$ cat config.mk
export PLATFORM = sky130hd
export DESIGN_NAME = l15_transducer_req_queue
export DESIGN_NICKNAME = d
export VERILOG_FILES = /design/src/rtl/l15_transducer_req_queue.sv
export SDC_FILE = /design/constraint.sdc
export NUM_CORES = 1
export LEC_CHECK = 0
export ABC_CLOCK_PERIOD_IN_PS = 5900
export CORE_ASPECT_RATIO = 0.6
export CORE_UTILIZATION = 25
export DETAILED_ROUTE_END_ITERATION = 7
export MAX_ROUTING_LAYER = met4
export PLACE_DENSITY = 0.47
export SYNTH_ARGS = -nofsm -noshare
export SYNTH_HDL_FRONTEND = slang
export SYNTH_SLANG_ARGS = --single-unit
export TNS_END_PERCENT = 10
$ cat constraint.sdc
create_clock -name clk -period 5.9 [get_ports clk]
set_clock_uncertainty 0.1 [all_clocks]
set_input_delay 1.18 -clock clk [delete_from_list [all_inputs] [get_ports clk]]
set_output_delay 1.18 -clock clk [all_outputs]
set_load 0.005 [all_outputs]
$ cat src/rtl/l15_transducer_req_queue.sv
// Request FIFO and flow-control stage in front of the L1.5 transducer port.
// Buffers core requests, presents the head entry and throttles on outstanding responses.
module l15_transducer_req_queue #(
  parameter int DEPTH           = 4,
  parameter int MAX_OUTSTANDING = 2,
  parameter int THREADID_W      = 1
) (
  input  logic                  clk,
  input  logic                  rst,

  input  logic                  core_req_val,
  output logic                  core_req_rdy,
  input  logic [4:0]            core_req_rqtype,
  input  logic                  core_req_nc,
  input  logic [2:0]            core_req_size,
  input  logic [THREADID_W-1:0] core_req_threadid,
  input  logic [39:0]           core_req_address,
  input  logic [63:0]           core_req_data,

  output logic                  transducer_l15_val,
  output logic [4:0]            transducer_l15_rqtype,
  output logic                  transducer_l15_nc,
  output logic [2:0]            transducer_l15_size,
  output logic [THREADID_W-1:0] transducer_l15_threadid,
  output logic [39:0]           transducer_l15_address,
  output logic [63:0]           transducer_l15_data,
  output logic [63:0]           transducer_l15_data_next_entry,
  output logic [3:0]            transducer_l15_amo_op,
  output logic                  transducer_l15_prefetch,
  output logic                  transducer_l15_invalidate_cacheline,
  output logic                  transducer_l15_blockstore,
  output logic                  transducer_l15_blockinitstore,
  output logic [1:0]            transducer_l15_l1rplway,
  output logic [32:0]           transducer_l15_csm_data,

  input  logic                  l15_transducer_ack,
  input  logic                  l15_transducer_header_ack,
  input  logic                  l15_transducer_val,
  input  logic [3:0]            l15_transducer_returntype,
  output logic                  transducer_l15_req_ack,

  output logic [3:0]            outstanding_cnt,
  output logic                  resp_underflow_err
);

  localparam int PTR_W = $clog2(DEPTH);

  logic [4:0]            rqtype_mem   [DEPTH];
  logic                  nc_mem       [DEPTH];
  logic [2:0]            size_mem     [DEPTH];
  logic [THREADID_W-1:0] threadid_mem [DEPTH];
  logic [39:0]           address_mem  [DEPTH];
  logic [63:0]           data_mem     [DEPTH];

  logic [PTR_W-1:0] rd_ptr;
  logic [PTR_W-1:0] wr_ptr;
  logic [PTR_W-1:0] next_ptr;
  logic [PTR_W:0]   count;

  logic enq;
  logic deq;
  logic issue_en;
  logic counted_rsp;
  logic unused_header_ack;

  assign unused_header_ack = l15_transducer_header_ack;

  assign core_req_rdy = (count != (PTR_W+1)'(DEPTH));
  assign enq          = core_req_val && core_req_rdy;
  assign issue_en     = (count != '0) && (outstanding_cnt < 4'(MAX_OUTSTANDING));
  assign deq          = l15_transducer_ack && issue_en;

  // Unsolicited invalidations (3) and interrupts (7) never consume an outstanding slot.
  assign counted_rsp = l15_transducer_val &&
                       (l15_transducer_returntype != 4'd3) &&
                       (l15_transducer_returntype != 4'd7);

  assign transducer_l15_req_ack = l15_transducer_val;
  assign transducer_l15_val     = issue_en;

  assign transducer_l15_rqtype   = rqtype_mem[rd_ptr];
  assign transducer_l15_nc       = nc_mem[rd_ptr];
  assign transducer_l15_size     = size_mem[rd_ptr];
  assign transducer_l15_threadid = threadid_mem[rd_ptr];
  assign transducer_l15_address  = address_mem[rd_ptr];
  assign transducer_l15_data     = data_mem[rd_ptr];

  assign next_ptr = rd_ptr + 1'b1;
  assign transducer_l15_data_next_entry =
    (count >= (PTR_W+1)'(2)) ? data_mem[next_ptr] : 64'd0;

  assign transducer_l15_amo_op               = 4'd0;
  assign transducer_l15_prefetch             = 1'b0;
  assign transducer_l15_invalidate_cacheline = 1'b0;
  assign transducer_l15_blockstore           = 1'b0;
  assign transducer_l15_blockinitstore       = 1'b0;
  assign transducer_l15_l1rplway             = 2'd0;
  assign transducer_l15_csm_data             = 33'd0;

  // Payload storage carries no reset; only the pointers decide what is valid.
  always_ff @(posedge clk) begin
    if (enq) begin
      rqtype_mem[wr_ptr]   <= core_req_rqtype;
      nc_mem[wr_ptr]       <= core_req_nc;
      size_mem[wr_ptr]     <= core_req_size;
      threadid_mem[wr_ptr] <= core_req_threadid;
      address_mem[wr_ptr]  <= core_req_address;
      data_mem[wr_ptr]     <= core_req_data;
    end
  end

  always_ff @(posedge clk or posedge rst) begin
    if (rst) begin
      rd_ptr <= '0;
      wr_ptr <= '0;
      count  <= '0;
    end else begin
      if (enq) wr_ptr <= wr_ptr + 1'b1;
      if (deq) rd_ptr <= rd_ptr + 1'b1;
      if (enq && !deq)      count <= count + 1'b1;
      else if (!enq && deq) count <= count - 1'b1;
    end
  end

  // A counted response with nothing in flight is a protocol error: saturate and flag it.
  always_ff @(posedge clk or posedge rst) begin
    if (rst) begin
      outstanding_cnt    <= 4'd0;
      resp_underflow_err <= 1'b0;
    end else begin
      if (deq && !counted_rsp) begin
        outstanding_cnt <= outstanding_cnt + 4'd1;
      end else if (!deq && counted_rsp) begin
        if (outstanding_cnt == 4'd0) resp_underflow_err <= 1'b1;
        else                         outstanding_cnt    <= outstanding_cnt - 4'd1;
      end
    end
  end

endmodule

---- After elaboration in Yosys (flattened, before gate mapping) ----
Memories as Yosys holds them, arrays and structs flattened.
Index checks and enable logic that the tools add are counted.
Widths: inputs -> output; s select.
cells by class
  add/subtract/negate cells ............... 6
  magnitude comparators ................... 2
  eq/ne operators ......................... 4
  mux-type cells .......................... 8
  bitwise gates (word level) .............. 1
  reductions and logical operators ........ 18
operators with widths
  operator             number
  $mux 64              1
  $mux 4               3
  $logic_and 1x1->1    9
  $mux 3               2
  $add 2x1->2 const B  2
  $add 4x1->4 const B  1
  $logic_not 4->1      1
  $lt 4x2->1 const B   1
  $ne 4x2->1 const B   1
  $ne 4x3->1 const B   1
  $reduce_bool 2->1    2
  $sub 4x1->4 const B  1
  $add 3x1->3 const B  1
  $ge 3x2->1 const B   1
  $logic_not 1->1      3
  $ne 3x3->1 const B   1
  $reduce_and 3->1     1
  $reduce_bool 3->1    1
  $sub 3x1->3 const B  1
  $mux 1               2
  $ne 2x2->1 const B   1
  $reduce_and 2->1     1
  $not 1->1            1
word-level totals
  bits in registers ....................... 12
  bits in writable memories ............... 456
  output and inout port bits .............. 229
  word-level logic and storage cells ...... 50
  memories kept ........................... 6
memory list
  memory        words  width  read ports  clocked after Yosys merged registers in  wr ports  RTL line  source
  data_mem      4      64     2           0                                        1         53        logic [63:0] data_mem [DEPTH];
  address_mem   4      40     1           0                                        1         52        logic [39:0] address_mem [DEPTH];
  rqtype_mem    4      5      1           0                                        1         48        logic [4:0] rqtype_mem [DEPTH];
  size_mem      4      3      1           0                                        1         50        logic [2:0] size_mem [DEPTH];
  nc_mem        4      1      1           0                                        1         49        logic nc_mem [DEPTH];
  threadid_mem  4      1      1           0                                        1         51        logic [THREADID_W-1:0] threadid_mem [DEPTH];

---- Logic depth before layout (Yosys ltp) ----
  depth in word-level cells ............... 7
  gate-level depth with buffers ........... 11
  mapped depth without buffers ............ 11

---- Worst setup path before layout ----
No wires, ideal clock.
  path type ............................... input-to-reg
  start point ............................. input port core_req_val
  end point ............................... memory address_mem[0][0] (enable)
  arrival time ............................ 3847 ps
  setup slack ............................. 1466 ps
  cell stages on the path ................. 1
  buffers on the path ..................... 0
  path through ............................ and3_1
between the ends
  longest elaborated chain between the ends .. 3
RTL lines
  item                          RTL line  source
  from (decl)                   11        input logic core_req_val,
  $logic_and 1x1->1             69        assign enq = core_req_val && core_req_rdy;
  $mux 1                        102       if (enq) begin
  $mux 1 (not written as such)  107       address_mem[wr_ptr] <= core_req_address;
  to (decl)                     52
No other way between the ends.

---- Final worst setup path ----
  start point ............................. register rd_ptr[1]
  end point ............................... output port transducer_l15_data_next_entry[60]
between the ends
  longest elaborated chain between the ends .. 3
RTL lines
  item                    RTL line  source
  from (decl)             55        logic [PTR_W-1:0] rd_ptr;
  from (signal assigned)  119       if (deq) rd_ptr <= rd_ptr + 1'b1;
  $add 2x1->2             88        assign next_ptr = rd_ptr + 1'b1;
  $mem_v2 4x64            --
  $mux 64                 90        (count >= (PTR_W+1)'(2)) ? data_mem[next_ptr] : 64'd0;
  to (decl)               27        output logic [63:0] transducer_l15_data_next_entry,
No other way between the ends.

==> results.json <==
{
  "irDropWorstVdd_uv": 237.9,
  "cts_repair_resize_count": 0,
  "worst_setup_path_end_kind": "primary output",
  "antenna_found_initial": 5,
  "fin_crit_sh_pct": 77.58,
  "p_leak_nw": 8.006,
  "count_of_flip_flops_with_a_built_in_enable_after_synthesis": 456,
  "core_area_sq_um": 76420,
  "report.final.slew_viol_count": 0,
  "worstPathMaxFanout": 59,
  "global_route.overflow_total": 0,
  "worst_pin_slew_ns": 1.043,
  "outcome": "finished clean",
  "dp_slack_ns": 1.885,
  "crit_path_cell_trace": "buf_4, mux4_2, nor2b_1, clkdlybuf4s50_1",
  "report.final.hold_viol_count": 0,
  "path_clk_slew_ns": 0.06,
  "hold-worst-slack_ns": 0.4020,
  "utilization_pct": 32.95,
  "cp_slowest_cell": "dfrtp_4",
  "critical-path-max-stage-delay_ns": 1.09,
  "cp_data_required_time_ns": 4.62,
  "gp_congestion": 0.7207,
  "cellInternalPower_mw": 9.126,
  "drt.antenna.violating_nets": 0,
  "worst_slack_ns": 1.323,
  "grt_pass1_wl_um": 67680,
  "tritoncts": "done",
  "number_of_sinks_driven_by_the_clock_tree": 468,
  "yosysMostFrequentCell": "edfxtp_1",
  "floorplan.die_area_sq_um": 79300,
  "post-synth-top-area-cell": "edfxtp_1",
  "number_of_standard_cells_after_synthesis": 862,
  "via_count": 9573,
  "synth.top_cell.area_share_pct": 70.10,
  "drt-vias-per-instance": 4.215,
  "yosys-top-cells-area": "edfxtp_1 (70%), mux4_2 (21%), nor2b_1 (2.0%), buf_4 (1.7%), dfrtp_1 (1.5%)",
  "finalSetupTns_ns": 0,
  "drt-pass1-iter-count": 6,
  "hp-class": "reg2reg",
  "post_cts_buffers": 0,
  "synthesis.area_per_instance_sq_um": 22.66,
  "grt_setup_unrepaired": "no",
  "final_nets": 1326,
  "postSynthRegisterBits": 468,
  "initial_utilization_pct": 25.56,
  "ys.warnings.count": 0,
  "first_iter_violations": 618,
  "syn_to_final_growth_pct": 28.90,
  "place.port_buffers": 307,
  "cap_violations": 0,
  "final_period_minus_worst_setup_slack_ns": 4.577,
  "via_count_of_the_first_global_routing_pass": 10365,
  "switching_fraction_pct": 29.53,
  "cp-start-kind": "flop",
  "grt_start_max_net_pins": 115,
  "worst_ep_arrival_time_ns": 3.30,
  "clock_path_buffers": 3,
  "dpl-instance-area_sq_um": 23710,
  "cts-root-buf": "clkbuf_16",
  "max_clock_freq_ghz": 0.2185,
  "track_usage_pct": 11.86,
  "synth-seq-area-share_pct": 71.63,
  "clk_pwr_share_pct": 22.4,
  "die_h_um": 218.5,
  "pin_count": 353,
  "htree_num_levels": 2,
  "power_density_nw_per_um2": 514.3,
  "stdcell_area_sq_um": 25180,
  "netlist_area_sq_um": 19530,
  "timing.slew.headroom_pct": 30.44,
  "wl_per_cell_um": 20.19,
  "synth_common_cells": "edfxtp_1 (456), mux4_2 (178), nor2b_1 (64)",
  "nFillCells": 7270,
  "die-width_um": 362.9,
  "synthDistinctLibCells": 28,
  "tritoncts.num_buffers": 47,
  "std_cell_rows": 78,
  "detail_route.drc_violations": 0,
  "power.switching_mw": 3.825,
  "drive_above_1_share_pct": 22.53,
  "detailedPlacementHpwl_um": 28300,
  "postSynth.asyncResetShare_pct": 2.564,
  "yosys_most_used_dff": "edfxtp_1",
  "power_share_of_the_combinational_group_pct": 40.4,
  "power.sequential.fraction_pct": 37.2,
  "insertion_delay_ns": 0.59,
  "finalSetupViolCount": 0,
  "finalWirelength_um": 45850,
  "postCtsHoldBufs": 0,
  "critical_path_class": "reg2out"
}
[power groups by stage]
stage / sequential (mW) / clock, mW / combinational, mW
floorplan: 4.69 / 0 / 2.91
global placement: 4.88 / 0 / 5.38
detailed placement: 4.91 / 0 / 5.37
CTS: 4.84 / 3.02 / 5.40
global route: 4.91 / 3.15 / 5.64
finish: 4.82 / 2.90 / 5.23
[cell usage in the layout, fill, tap and decap left out, types with 2 or more instances in the layout]
cell type | netlist | layout
xnor2_1 | 5 | 5
mux4_2 | 178 | 178
mux2_2 | 4 | 4
dfrtp_1 | 12 | 10
nand2_1 | 5 | 5
ha_1 | 9 | 9
clkinv_1 | 0 | 6
xor2_1 | 2 | 2
edfxtp_1 | 456 | 456
and3_4 | 0 | 4
buf_12 | 0 | 10
bufinv_16 | 0 | 3
buf_4 | 45 | 11
conb_1 | 1 | 43
fa_1 | 2 | 2
nor3_1 | 2 | 2
o21ai_0 | 3 | 3
clkdlybuf4s50_1 | 0 | 307
nor2b_1 | 64 | 64
dfrtp_4 | 0 | 2
clkbuf_16 | 0 | 48
clkbuf_1 | 6 | 13
nor2_1 | 9 | 8
clkinv_2 | 0 | 8
diode_2 | 0 | 6
inv_1 | 7 | 7
a31o_2 | 2 | 2
[metrics by stage]
step	power, mW	instances
3_5_place_dp	10.27	2182
4_1_cts	13.26	2265
3_3_place_gp	10.26	2182
6_report	12.95	2271
5_1_grt	13.70	2270
2_1_floorplan	7.600	904
[final cells by class]
| cell class | instances | area [sq um] | share of cell area [%] |
|---|---|---|---|
| multi-input combinational | 339 | 5026 | 19.96 |
| antenna | 6 | 15.01 | 0.05963 |
| sequential | 468 | 14000 | 55.60 |
| clock inverter | 21 | 191.4 | 0.7603 |
| inverter | 7 | 26.28 | 0.1043 |
| clock buffer | 62 | 1264 | 5.019 |
| tap | 1040 | 1301 | 5.168 |
| timing repair buffer | 328 | 3356 | 13.33 |
[cell families after synthesis]
family | Yosys count | synth area share (%)
AOI/OAI and AO/OA | 8 | 0.2754
xor gates and xnor gates | 7 | 0.3138
adders and majority gates | 11 | 0.7814
buffers and inverters | 97 | 3.587
DFF | 468 | 71.63
muxes | 183 | 20.80
other | 1 | 0.01920
and+or+nand+nor | 87 | 2.588
[sequential cells by signal, summed over array words and instances (netlist names), 3 cells and up]
name / flops
count: 3
rqtype_mem: 20
size_mem: 12
data_mem: 256
threadid_mem: 4
address_mem: 160
nc_mem: 4
outstanding_cnt: 4
[worst max-delay path, delay by kind of cell (launching register included)]
| family | cells | cell delay, ns |
|---|---|---|
| and+or+nand+nor | 1 | 0.14 |
| DFF | 1 | 1.09 |
| buffers and inverters | 2 | 1.09 |
| muxes | 1 | 0.35 |
[metal layers]
layer / vias up / global-route usage [%] / wire (um) / share of wire [%]
li1: 4204 / - / - / -
met1: 5064 / 15.39 / 20380 / 44
met2: 242 / 17.57 / 20830 / 45
met3: 63 / 4.302 / 3798 / 8.3
met4: 0 / 2.911 / 838 / 1.8
met5: - / - / 0 / 0
[path summary, 6_finish.rpt]
| check | start | end | slack [ns] | cells after the start |
|---|---|---|---|---|
| max | rd_ptr[1] | transducer_l15_data_next_entry[60] | 1.32 | 4 |
| min reg2reg | resp_underflow_err | resp_underflow_err | 0.40 | 1 |
| min | resp_underflow_err | resp_underflow_err | 0.40 | 1 |
| max reg2reg | outstanding_cnt[2] | outstanding_cnt[3] | 2.65 | 10 |
| min in group asynchronous | rst | outstanding_cnt[0] | 0.81 | 2 |
| max in group asynchronous | rst | rd_ptr[0] | 4.53 | 2 |
Power figures use the tool's default switching activity.
